--- config.mk ---
export PLATFORM = sky130hd
export DESIGN_NAME = output_pair_serializer
export DESIGN_NICKNAME = d
export VERILOG_FILES = /design/src/rtl/output_pair_serializer.sv
export SDC_FILE = /design/constraint.sdc
export NUM_CORES = 1
export LEC_CHECK = 0
export CAP_MARGIN = 20
export CORE_AREA = 2 2 189 191
export CTS_BUF_LIST = sky130_fd_sc_hd__clkbuf_8
export CTS_CLUSTER_DIAMETER = 60
export DETAILED_ROUTE_END_ITERATION = 8
export DIE_AREA = 0 0 191 193
export GPL_ROUTABILITY_DRIVEN = 0
export GPL_TIMING_DRIVEN = 1
export PLACE_DENSITY_LB_ADDON = 0.3
export SYNTH_ARGS = -nofsm -noshare
export SYNTH_HDL_FRONTEND = slang
export SYNTH_SLANG_ARGS = --single-unit
--- constraint.sdc ---
create_clock -name clk -period 4.11 [get_ports clk]
set_input_delay 0.411 -clock clk [delete_from_list [all_inputs] [get_ports clk]]
set_output_delay 0.411 -clock clk [all_outputs]
set_load 0.01 [all_outputs]
--- src/rtl/output_pair_serializer.sv ---
// Queues {status, result} double-word pairs and streams each pair as low then
// high halves into the downstream result/status FIFOs, once both have room for two tokens.
module output_pair_serializer #(
  parameter int word_size = 16,
  parameter int depth     = 4
) (
  input  logic                       clk,
  input  logic                       rst,
  input  logic                       wr_in,
  input  logic [2*word_size-1:0]     result_in,
  input  logic [2*word_size-1:0]     status_in,
  input  logic [word_size-1:0]       free_result,
  input  logic [word_size-1:0]       free_status,
  output logic                       wr_out_result,
  output logic                       wr_out_status,
  output logic [word_size-1:0]       data_out_result,
  output logic [word_size-1:0]       data_out_status,
  output logic [$clog2(depth):0]     count,
  output logic                       full,
  output logic                       empty,
  output logic                       drop_err,
  output logic [1:0]                 state_dbg
);

  localparam int addr_w = $clog2(depth);

  typedef enum logic [1:0] {
    IDLE    = 2'd0,
    SEND_LO = 2'd1,
    SEND_HI = 2'd2
  } state_t;

  // Handshake: wr_in is a one-cycle push strobe with no ready; a push while
  // full is lost and latched in drop_err. wr_out_* are one-cycle write
  // strobes whose room was guaranteed by the free_* >= 2 check taken in IDLE.
  state_t state, state_next;

  logic [4*word_size-1:0] mem [depth];
  logic [4*word_size-1:0] head;
  logic [addr_w-1:0]      wr_ptr, rd_ptr;
  logic                   push, pop, room;

  assign full   = (count == (addr_w+1)'(depth));
  assign empty  = (count == '0);
  assign push   = wr_in && !full;
  assign pop    = (state == SEND_HI);
  assign head   = mem[rd_ptr];
  assign room   = (free_result >= word_size'(2)) && (free_status >= word_size'(2));
  assign state_dbg = state;

  // Storage carries no reset; only pointers and occupancy are cleared.
  always_ff @(posedge clk) begin
    if (push) mem[wr_ptr] <= {status_in, result_in};
  end

  always_ff @(posedge clk or posedge rst) begin
    if (rst) begin
      wr_ptr   <= '0;
      rd_ptr   <= '0;
      count    <= '0;
      drop_err <= 1'b0;
      state    <= IDLE;
    end else begin
      state <= state_next;
      if (push) wr_ptr <= wr_ptr + 1'b1;
      if (pop)  rd_ptr <= rd_ptr + 1'b1;
      if (wr_in && full) drop_err <= 1'b1;
      case ({push, pop})
        2'b10:   count <= count + 1'b1;
        2'b01:   count <= count - 1'b1;
        default: count <= count;
      endcase
    end
  end

  always_comb begin
    state_next      = state;
    wr_out_result   = 1'b0;
    wr_out_status   = 1'b0;
    data_out_result = '0;
    data_out_status = '0;
    case (state)
      IDLE: begin
        if (!empty && room) state_next = SEND_LO;
      end
      SEND_LO: begin
        wr_out_result   = 1'b1;
        wr_out_status   = 1'b1;
        data_out_result = head[word_size-1:0];
        data_out_status = head[2*word_size +: word_size];
        state_next      = SEND_HI;
      end
      SEND_HI: begin
        wr_out_result   = 1'b1;
        wr_out_status   = 1'b1;
        data_out_result = head[word_size +: word_size];
        data_out_status = head[3*word_size +: word_size];
        state_next      = IDLE;
      end
      default: state_next = IDLE;
    endcase
  end

endmodule

After elaboration in Yosys (flattened, before gate mapping)
Memory sizes are Yosys's and may differ from the RTL's.
Cells that the tools add are included.

word-level totals
  flip-flop bits (word level) = 10
  memory bits (writable) = 256
  bits of input ports = 99
  output and inout port bits = 42
  logic and storage cells = 36
  memories = 1

memories
  memory  depth  width  rd ports  clocked after Yosys merged registers in  wr ports  RTL line  text
  mem     4      64     1         0                                        1         38        logic [4*word_size-1:0] mem [depth];

cells by class
  $add $sub $neg = 4
  order comparisons = 2
  equal/unequal tests = 6
  multiplexer cells = 8
  reduce and logical (&&, ||, !) cells = 10

operators by type and width
  operator                                                                              count
  16-bit one-hot mux with 2 select lines                                                2
  16-bit by 2-bit greater-or-equal comparator with 1-bit output, second input constant  2
  3-bit one-hot mux with 2 select lines                                                 1
  2-bit by 1-bit adder with 2-bit output, second input constant                         2
  2-bit by 1-bit == test with 1-bit output, second input constant                       2
  2-bit == test, second input constant                                                  2
  1-bit logical AND                                                                     4
  2-bit one-hot mux with 2 select lines                                                 1
  3-bit by 1-bit adder with 3-bit output, second input constant                         1
  3-bit == test, second input constant                                                  1
  3-bit logical NOT                                                                     1
  1-bit two-way mux                                                                     3
  3-bit by 1-bit subtractor with 3-bit output, second input constant                    1
  1-bit logical NOT                                                                     2
  2-bit logical NOT                                                                     1
  2-bit two-way mux                                                                     1
  2-bit inequality test, second input constant                                          1
  2-bit nonzero test                                                                    1
  2-bit OR reduction                                                                    1

Logic depth before layout (Yosys ltp)
Gate-level depths: netlist of the first run.

  depth after elaboration = 5
  gate-level depth with buffers = 10
  depth with buffers taken out = 10

Least setup slack after synthesis of the first run
Ideal clock, no wire load.

  kind = reg2reg
  from = register count[0]
  to = memory mem[0][0] (netlist name) (enable)
  library setup time = 0.429 ns
  data arrival time = 2.586 ns
  required time = 3.681 ns
  slack = 1.095 ns
  cell stages (with the launch flop) = 5
  path buffers = 0
  period minus slack after synthesis = 3.015 ns
  cells stage by stage = dfrtp_1 inv_2 and3_1 nor2b_1 and2_1

on the way
  cells in the longest elaborated chain, start to end = 5

ends and longest elaborated chain
  item                                     RTL line  text
  start: declaration                       18        output logic [$clog2(depth):0] count,
  start signal: assignment                 69        2'b10: count <= count + 1'b1;
  start signal: assignment                 70        2'b01: count <= count - 1'b1;
  start signal: assignment                 71        default: count <= count;
  3-bit == test                            43        assign full = (count == (addr_w+1)'(depth));
  net full                                 19        output logic full,
  1-bit logical NOT                        45        assign push = wr_in && !full;
  1-bit logical AND                        45
  1-bit two-way mux                        53        if (push) mem[wr_ptr] <= {status_in, result_in};
  1-bit two-way mux (implied by the code)  53
  end: declaration                         38

The timed path passes the listed nets, and every way through them passes these cells.

Final worst setup path of the first run
  from = register state[1], in the netlist state_dbg[1]
  to = output port data_out_result[0]

on the way
  cells in the longest elaborated chain, start to end = 2
  elaborated cells on any way between the ends = 3
  classes of those cells = 2 x eq/ne; 1 x mux

ends and longest elaborated chain
  item                                                                       RTL line  text
  start: declaration                                                         36        state_t state, state_next;
  start signal: assignment                                                   64        state <= state_next;
  2-bit == test or 2-bit by 1-bit == test with 1-bit output (tied branches)  82        case (state)
  16-bit one-hot mux with 2 select lines (*)                                 82
  end: declaration                                                           16        output logic [word_size-1:0] data_out_result,

Every way passes the cells marked *; elsewhere a longest branch is shown, timed or not.

==> impl_results.md, run 1 <==
- Fraction of layout cells with a size suffix above 1: 20.5%
- Post-synthesis sequential area ratio: between 70 and 80%
- DR vias/cell: ~4.5
- Syn_area_per_cell: 22.1 sq um
- DRT Wirelength: around 22,000 microns
- DRT Pass-1 Iters: 4
- Total Power: a little over 9 mW
- DRC viols: 0
- Die area: ~37,000 sq um
- Max Cap Violations: 0
- Post-Synthesis Cells: between 400 and 500
- Area Overhead vs Synth: 26.8%
- Clk Latency, worst-skew pair: around 0.54 ns
- FF+latch count, synth: ~270
- Worst-margin pin slew: roughly 1.1 ns
- Row count: 69
- Place WS: between 1 and 1.5 ns
- Slew HR: between 20% and 30%
- All-layer global routing usage: about an eighth
- DR WL/cell: between 15 and 20 microns
- CTS tree: built
- R2r worst-path depth: 9
- Setup violations, final: 0
- Pwr dens: 690 nW/um^2
- Maximum fanout count along the critical path: 32
- Post_cts resized: 0
- CP startpoint: state_dbg[1]
- Worst ir drop on vdd: about 0.36 mV
- Clk sink count: 266
- Post-CTS Hold Fix Bufs: 0
- Final Hold Slack: between 0.15 and 0.2 ns
- DPL Wire Length: 12,200 microns
- Crit path capture: data_out_result[0]
- Via count: around 5,000
- FILL cells: between 3,000 and 4,000
- R2R Setup Slk: approximately 1.3 ns
- NumNets Final: 746
- Critical path arrival: ~3 ns
- Distinct cells, synth: 28
- Worst EP required: between 3 and 4 ns
- Crit path capture type: primary output
- Worst R2R End: count[2]
- Die Span Y: a little under 200 microns
- Root Buffer: clkbuf_8
- RSZ-0062 raised after global routing: false
- Initial Util: between 20% and 30%
- Hold Vio Cnt, Final: 0
- Die W: about 190 microns
- Warnings from Yosys: 0
- DRT iter0 DRCs: 291
- Worst Hold Class: input pin to asynchronous set/reset pin
- Tmin final: 3.38 ns
- Setup WS post-layout: around 0.73 ns
- # Post-CTS Setup Buffers: 0
- Clock skew: between 0.01 and 0.015 ns
- Worst setup SP type: flop
- Max Slew Vio Count: 0
- Worst-path clk slew: around 0.060 ns
- H-tree depth: 2
- Fmax: between 0.2 and 0.3 GHz
- P_leak: roughly 4.3 nW
- Syn nets: between 500 and 600
- Initial antenna violation count: 0
- Largest buffer count on any clock path: 3
- Routed Antenna Nets: 0
- Syn Std Cell Area: 10,400 sq um
- Status: complete, no violations
- Largest net degree at the start of global routing: 66
- Core area: between 30,000 and 40,000 sq um
- Crit share post-route: 82.3%
- Port-buffer cells: 138
- # diodes: 0
- Top Ports: roughly 140
- First-pass GRT wire length: 33,300 microns
- Fin Setup TNS: 0 ns
- Worst flop-to-flop path startpoint: state_dbg[0]
- Kind of critical path: flop to primary output
- Overflow after GRT: 0
- Vias in the first global route: 5,803
- CTS buffer count: 46
cells in the mapped netlist (all sizes together):
cell type    n  area, sq um
mux4        64         1440
nor2         1         3.75
fa           1         20.0
dfrtp       10          250
o31a         1         8.76
edfxtp     256         7690
nor3         3         15.0
and4         2         17.5
clkbuf      11         41.3
inv          9         33.8
a22oi       32          240
mux2i        1         10.0
nand2        1         3.75
xnor2        3         26.3
nor2b       33          206
and3         1         6.26
mux2         3         33.8
nor4         6         37.5
ha          10          125
xor2         3         26.3
buf         14          108
and2         4         25.0
a21o         1         7.51
placed cells by master (no fill, tap or decap), drive strengths merged:
master / instances
nand2: 1
fa: 1
xnor2: 3
clkdlybuf4s50: 138
ha: 10
and2: 4
nor2: 1
nor3: 3
clkbuf: 49
nor2b: 33
mux2: 3
inv: 27
edfxtp: 256
buf: 5
nor4: 6
bufinv: 3
a22oi: 32
and3: 1
o31a: 1
clkinv: 10
mux2i: 1
mux4: 64
dfrtp: 10
and4: 2
a21o: 1
xor2: 3
worst max-delay path, cell delays in order (launching register included):
cell	delay, ns
dfrtp_1	0.41
inv_1	0.14
ha_2	0.87
a22oi_1	0.22
nor2b_1	0.21
clkdlybuf4s50_1	0.57
through the flow:
stage | area, sq um | util, % | cells
after floorplan | 10400 | - | 470
after global placement | 12300 | 35.1 | 1048
after detailed placement | 12300 | 35.1 | 1048
after CTS | 13100 | 37.6 | 1128
after global routing | 13200 | 37.6 | 1129
final | 13200 | 37.6 | 1129
flip-flops by register name, summed over array words and instances, names as in the netlist:
signal     cells
state_dbg      2
count          3
mem          256
drop_err       1
rd_ptr         2
wr_ptr         2
report_power, final:
group | internal [mW] | switching [mW] | leakage (nW)
registers | 3.61 | 0.305 | 2.46
clock network | 1.28 | 0.996 | 0.518
logic | 1.51 | 1.38 | 1.28
area by class of cell:
type	instances	area (sq um)	area share (%)
flip-flops and latches	266	7950	60.4
clock inverters	31	201	1.53
clock buffers	49	674	5.13
repair buffers	143	1460	11.1
inverters	9	33.8	0.257
multi-input cells	170	2270	17.2
well taps	461	577	4.38
worst min path at each step:
stage                end      from  slack [ns]
2_1_floorplan   count[0]       rst        0.25
3_3_place_gp    drop_err  drop_err        0.45
3_5_place_dp    drop_err  drop_err        0.45
4_1_cts        wr_ptr[0]       rst        0.18
5_1_grt        wr_ptr[1]       rst        0.21
6_report       wr_ptr[1]       rst        0.19
kinds of logic after synthesis:
kind of cell	after synthesis	synth area share, %
simple gates	51	3.04
xor+xnor	6	0.507
flops	266	76.5
compound gates	34	2.47
buf+inv	34	1.76
mux	68	14.3
fa+ha+maj	11	1.40
routing by layer:
metal	track usage (%)	routed length, microns
met1	14.3	8990
met4	3.61	433
met2	21.3	11400
met3	3.29	1400
met5	0	0
Power figures use the tool's default switching activity.
==> run 2, diff against run 1 <==
==> constraint.sdc (replaced) <==
create_clock -name clk -period 3 [get_ports clk]
set_input_delay 0.3 -clock clk [delete_from_list [all_inputs] [get_ports clk]]
set_output_delay 0.3 -clock clk [all_outputs]
set_load 0.01 [all_outputs]
==> impl_results.md, run 2 (same netlist as run 1, synthesis figures left out) <==
- Status: complete, no violations (unchanged)
- Initial Util: 29.7% (unchanged)
- FILL cells: 3,219 (was 3,239)
- Die Span Y: 193 microns (unchanged)
- Routed Antenna Nets: 0 (unchanged)
- Worst Hold Class: input pin to asynchronous set/reset pin (unchanged)
- Max Slew Vio Count: 0 (unchanged)
- Vias in the first global route: 5,871 (was 5,803)
- CP Depth: 6 (was 5)
- Most flops, register: mem (unchanged)
- # diodes: 0 (unchanged)
- R2r worst-path depth: 9 (unchanged)
- Number of flip-flops in the largest register: 256 (unchanged)
- Worst-path clk slew: 0.06 ns (about the same)
- Row count: 69 (unchanged)
- All-layer global routing usage: 12.5% (was 12.0%)
- Register area: 7950 sq um (unchanged)
- Crit path capture type: primary output (unchanged)
- DRC viols: 0 (unchanged)
- Core area: 35,000 sq um (unchanged)
- Worst ir drop on vdd: 0.444 mV (was 0.360 mV)
- Worst R2R End: count[2] (unchanged)
- Non-filler instance count after layout: 1,158 (was 1,129)
- Clk Latency, worst-skew pair: 0.55 ns (was 0.54 ns)
- DRT Wirelength: 23,800 microns (was 22,200 microns)
- Fmax: ~0.35 GHz
- Worst flop-to-flop path startpoint: state_dbg[0] (unchanged)
- R2R Setup Slk: 0.71 ns (was 1.27 ns)
- DR WL/cell: 20.5 microns (was 19.7 microns)
- Max Cap Violations: 0 (unchanged)
- Initial antenna violation count: 0 (unchanged)
- Top Ports: 141 (unchanged)
- CP max-delay cell: dfrtp_4 (was ha_2)
- Crit share post-route: 96.6%
- DRT Pass-1 Iters: 4 (unchanged)
- NumNets Final: 775 (was 746)
- H-tree depth: 2 (unchanged)
- Largest registers: mem: 256 flops, count: 3 flops (unchanged)
- Overflow after GRT: 0 (unchanged)
- Critical path arrival: 2.60 ns (was 2.97 ns)
- CP bufs+invs: 3 (was 2)
- CP delay by family, top: buffers and inverters (was adder cells)
- Worst-margin pin slew: 0.566 ns (was 1.06 ns)
- Clk sink count: 266 (unchanged)
- Inst Count DP: 1,056 (was 1,048)
- CTS tree: built (unchanged)
- Via count: 5,323 (was 5,091)
- Maximum fanout count along the critical path: 15 (was 32)
- Most common cell after layout, fill and taps aside: edfxtp_1 (unchanged)
- Multi-input logic area: 2290 sq um (was 2270 sq um)
- CTS buffer count: 45 (was 46)
- RSZ-0062 raised after global routing: true (was false)
- Pwr dens: 940 nW/um^2 (was 690 nW/um^2)
- P_leak: 4.81 nW (was 4.26 nW)
- Root Buffer: clkbuf_8 (unchanged)
- Largest buffer count on any clock path: 3 (unchanged)
- Crit path cell chain: clkbuf_16 -> buf_4 -> mux4_2 -> a22oi_2 -> nor2b_1 -> dlygate4sd2_1 (was inv_1 -> ha_2 -> a22oi_1 -> nor2b_1 -> clkdlybuf4s50_1)
- Largest net degree at the start of global routing: 65 (was 66)
- Most frequent cells in the layout: edfxtp_1, clkdlybuf4s50_1, mux4_2, clkbuf_8, nor2b_1 (unchanged)
- DR vias/cell: 4.60 (was 4.51)
- Kind of critical path: flop to primary output (unchanged)
- DRT iter0 DRCs: 308 (was 291)
- Die area: 36,900 sq um (unchanged)
- Setup violations, final: 0 (unchanged)
- Port-buffer cells: 138 (unchanged)
- Worst path max stage delay: 0.57 ns (was 0.87 ns)
- Die W: 191 microns (unchanged)
- Area Overhead vs Synth: 30.7% (was 26.8%)
- Slew HR: 62.2% (was 29.5%)
- Hold Vio Cnt, Final: 0 (unchanged)
- Clock skew: 0.0142 ns (was 0.0131 ns)
- Tmin final: roughly 2.9 ns
- Post-CTS Hold Fix Bufs: 0 (unchanged)
- Worst EP required: 2.70 ns (was 3.70 ns)
- Fraction of layout cells with a size suffix above 1: 24.4% (was 20.5%)
- Final Hold Slack: 0.0851 ns (was 0.194 ns)
- Worst setup SP type: flop (unchanged)
- First-pass GRT wire length: 34,200 microns (was 33,300 microns)
- DPL Wire Length: 12,900 microns (was 12,200 microns)
==> run 2: cell types whose count changed in the layout (fill, tap and decap cells not counted), sizes merged, moves of 7 or more <==
cell,previous run,this run
clkdlybuf4s50,138,108
buf,5,31
dlymetal6s2s,0,23
clkinv,10,18
dlygate4sd2,0,7
inv,27,20
==> run 2: worst reg2reg max path, stage by stage, from the launching register on <==
cell	delay [ns]
dfrtp_1	0.43
inv_1	0.13
ha_2	0.21
buf_12	0.25
ha_1	0.27
inv_1	0.06
fa_1	0.38
xor2_1	0.15
nor2_1	0.13
xor2_1	0.20
==> run 2: cell type report <==
type	instances	share of cell area, %
Clock buffer	47	4.77
Clock inverter	32	1.21
Multi-Input combinational cell	170	16.9
Timing Repair Buffer	173	14.0
Inverter	9	0.249
Tap cell	461	4.25
Sequential cell	266	58.6
==> run 2: layer usage <==
| metal | track usage [%] | share of wire (%) |
|---|---|---|
| met5 | 0 | 0 |
| met3 | 3.24 | 6.1 |
| met1 | 14.3 | 40 |
| met4 | 4.11 | 2.0 |
| met2 | 22.9 | 52 |
==> run 2: metrics by stage <==
step	worst slack (ns)	TNS [ns]	power (mW)	utilization, %	cell area [sq um]
final	0.103	0	12.8	38.8	13600
after global routing	-0.0270	-0.0315	13.5	38.8	13600
after CTS	-0.0289	-0.0688	12.7	37.9	13200
after detailed placement	0.538	0	9.66	35.5	12400
after global placement	0.525	0	9.52	35.5	12400
after floorplan	0.671	0	7.83	-	10400
==> run 2: power breakdown <==
part / leakage (nW) / internal (mW) / total (mW) / switching [mW]
Clock: 0.451 / 1.53 / 2.90 / 1.36
Combinational: 1.90 / 2.42 / 4.64 / 2.23
Sequential: 2.46 / 4.93 / 5.21 / 0.278
Total: 4.81 / 8.88 / 12.8 / 3.87
==> run 2: how the worst max path moves through the flow <==
stage / startpoint / end / slack (ns)
2_1_floorplan: count[0] / mem[0][0] / 0.67
3_3_place_gp: rd_ptr[1] / data_out_result[12] / 0.52
3_5_place_dp: rd_ptr[1] / data_out_result[13] / 0.54
4_1_cts: rd_ptr[0] / data_out_status[3] / -0.03
5_1_grt: rd_ptr[0] / data_out_status[13] / -0.03
6_report: rd_ptr[0] / data_out_status[13] / 0.10
==> run 2: what timing repair did <==
action	in CTS	in global routing
endpoints found under the setup margin	21	25
pin swaps	0	1
gates resized for setup	9	29
gates cloned	0	4
buffers inserted	1	18
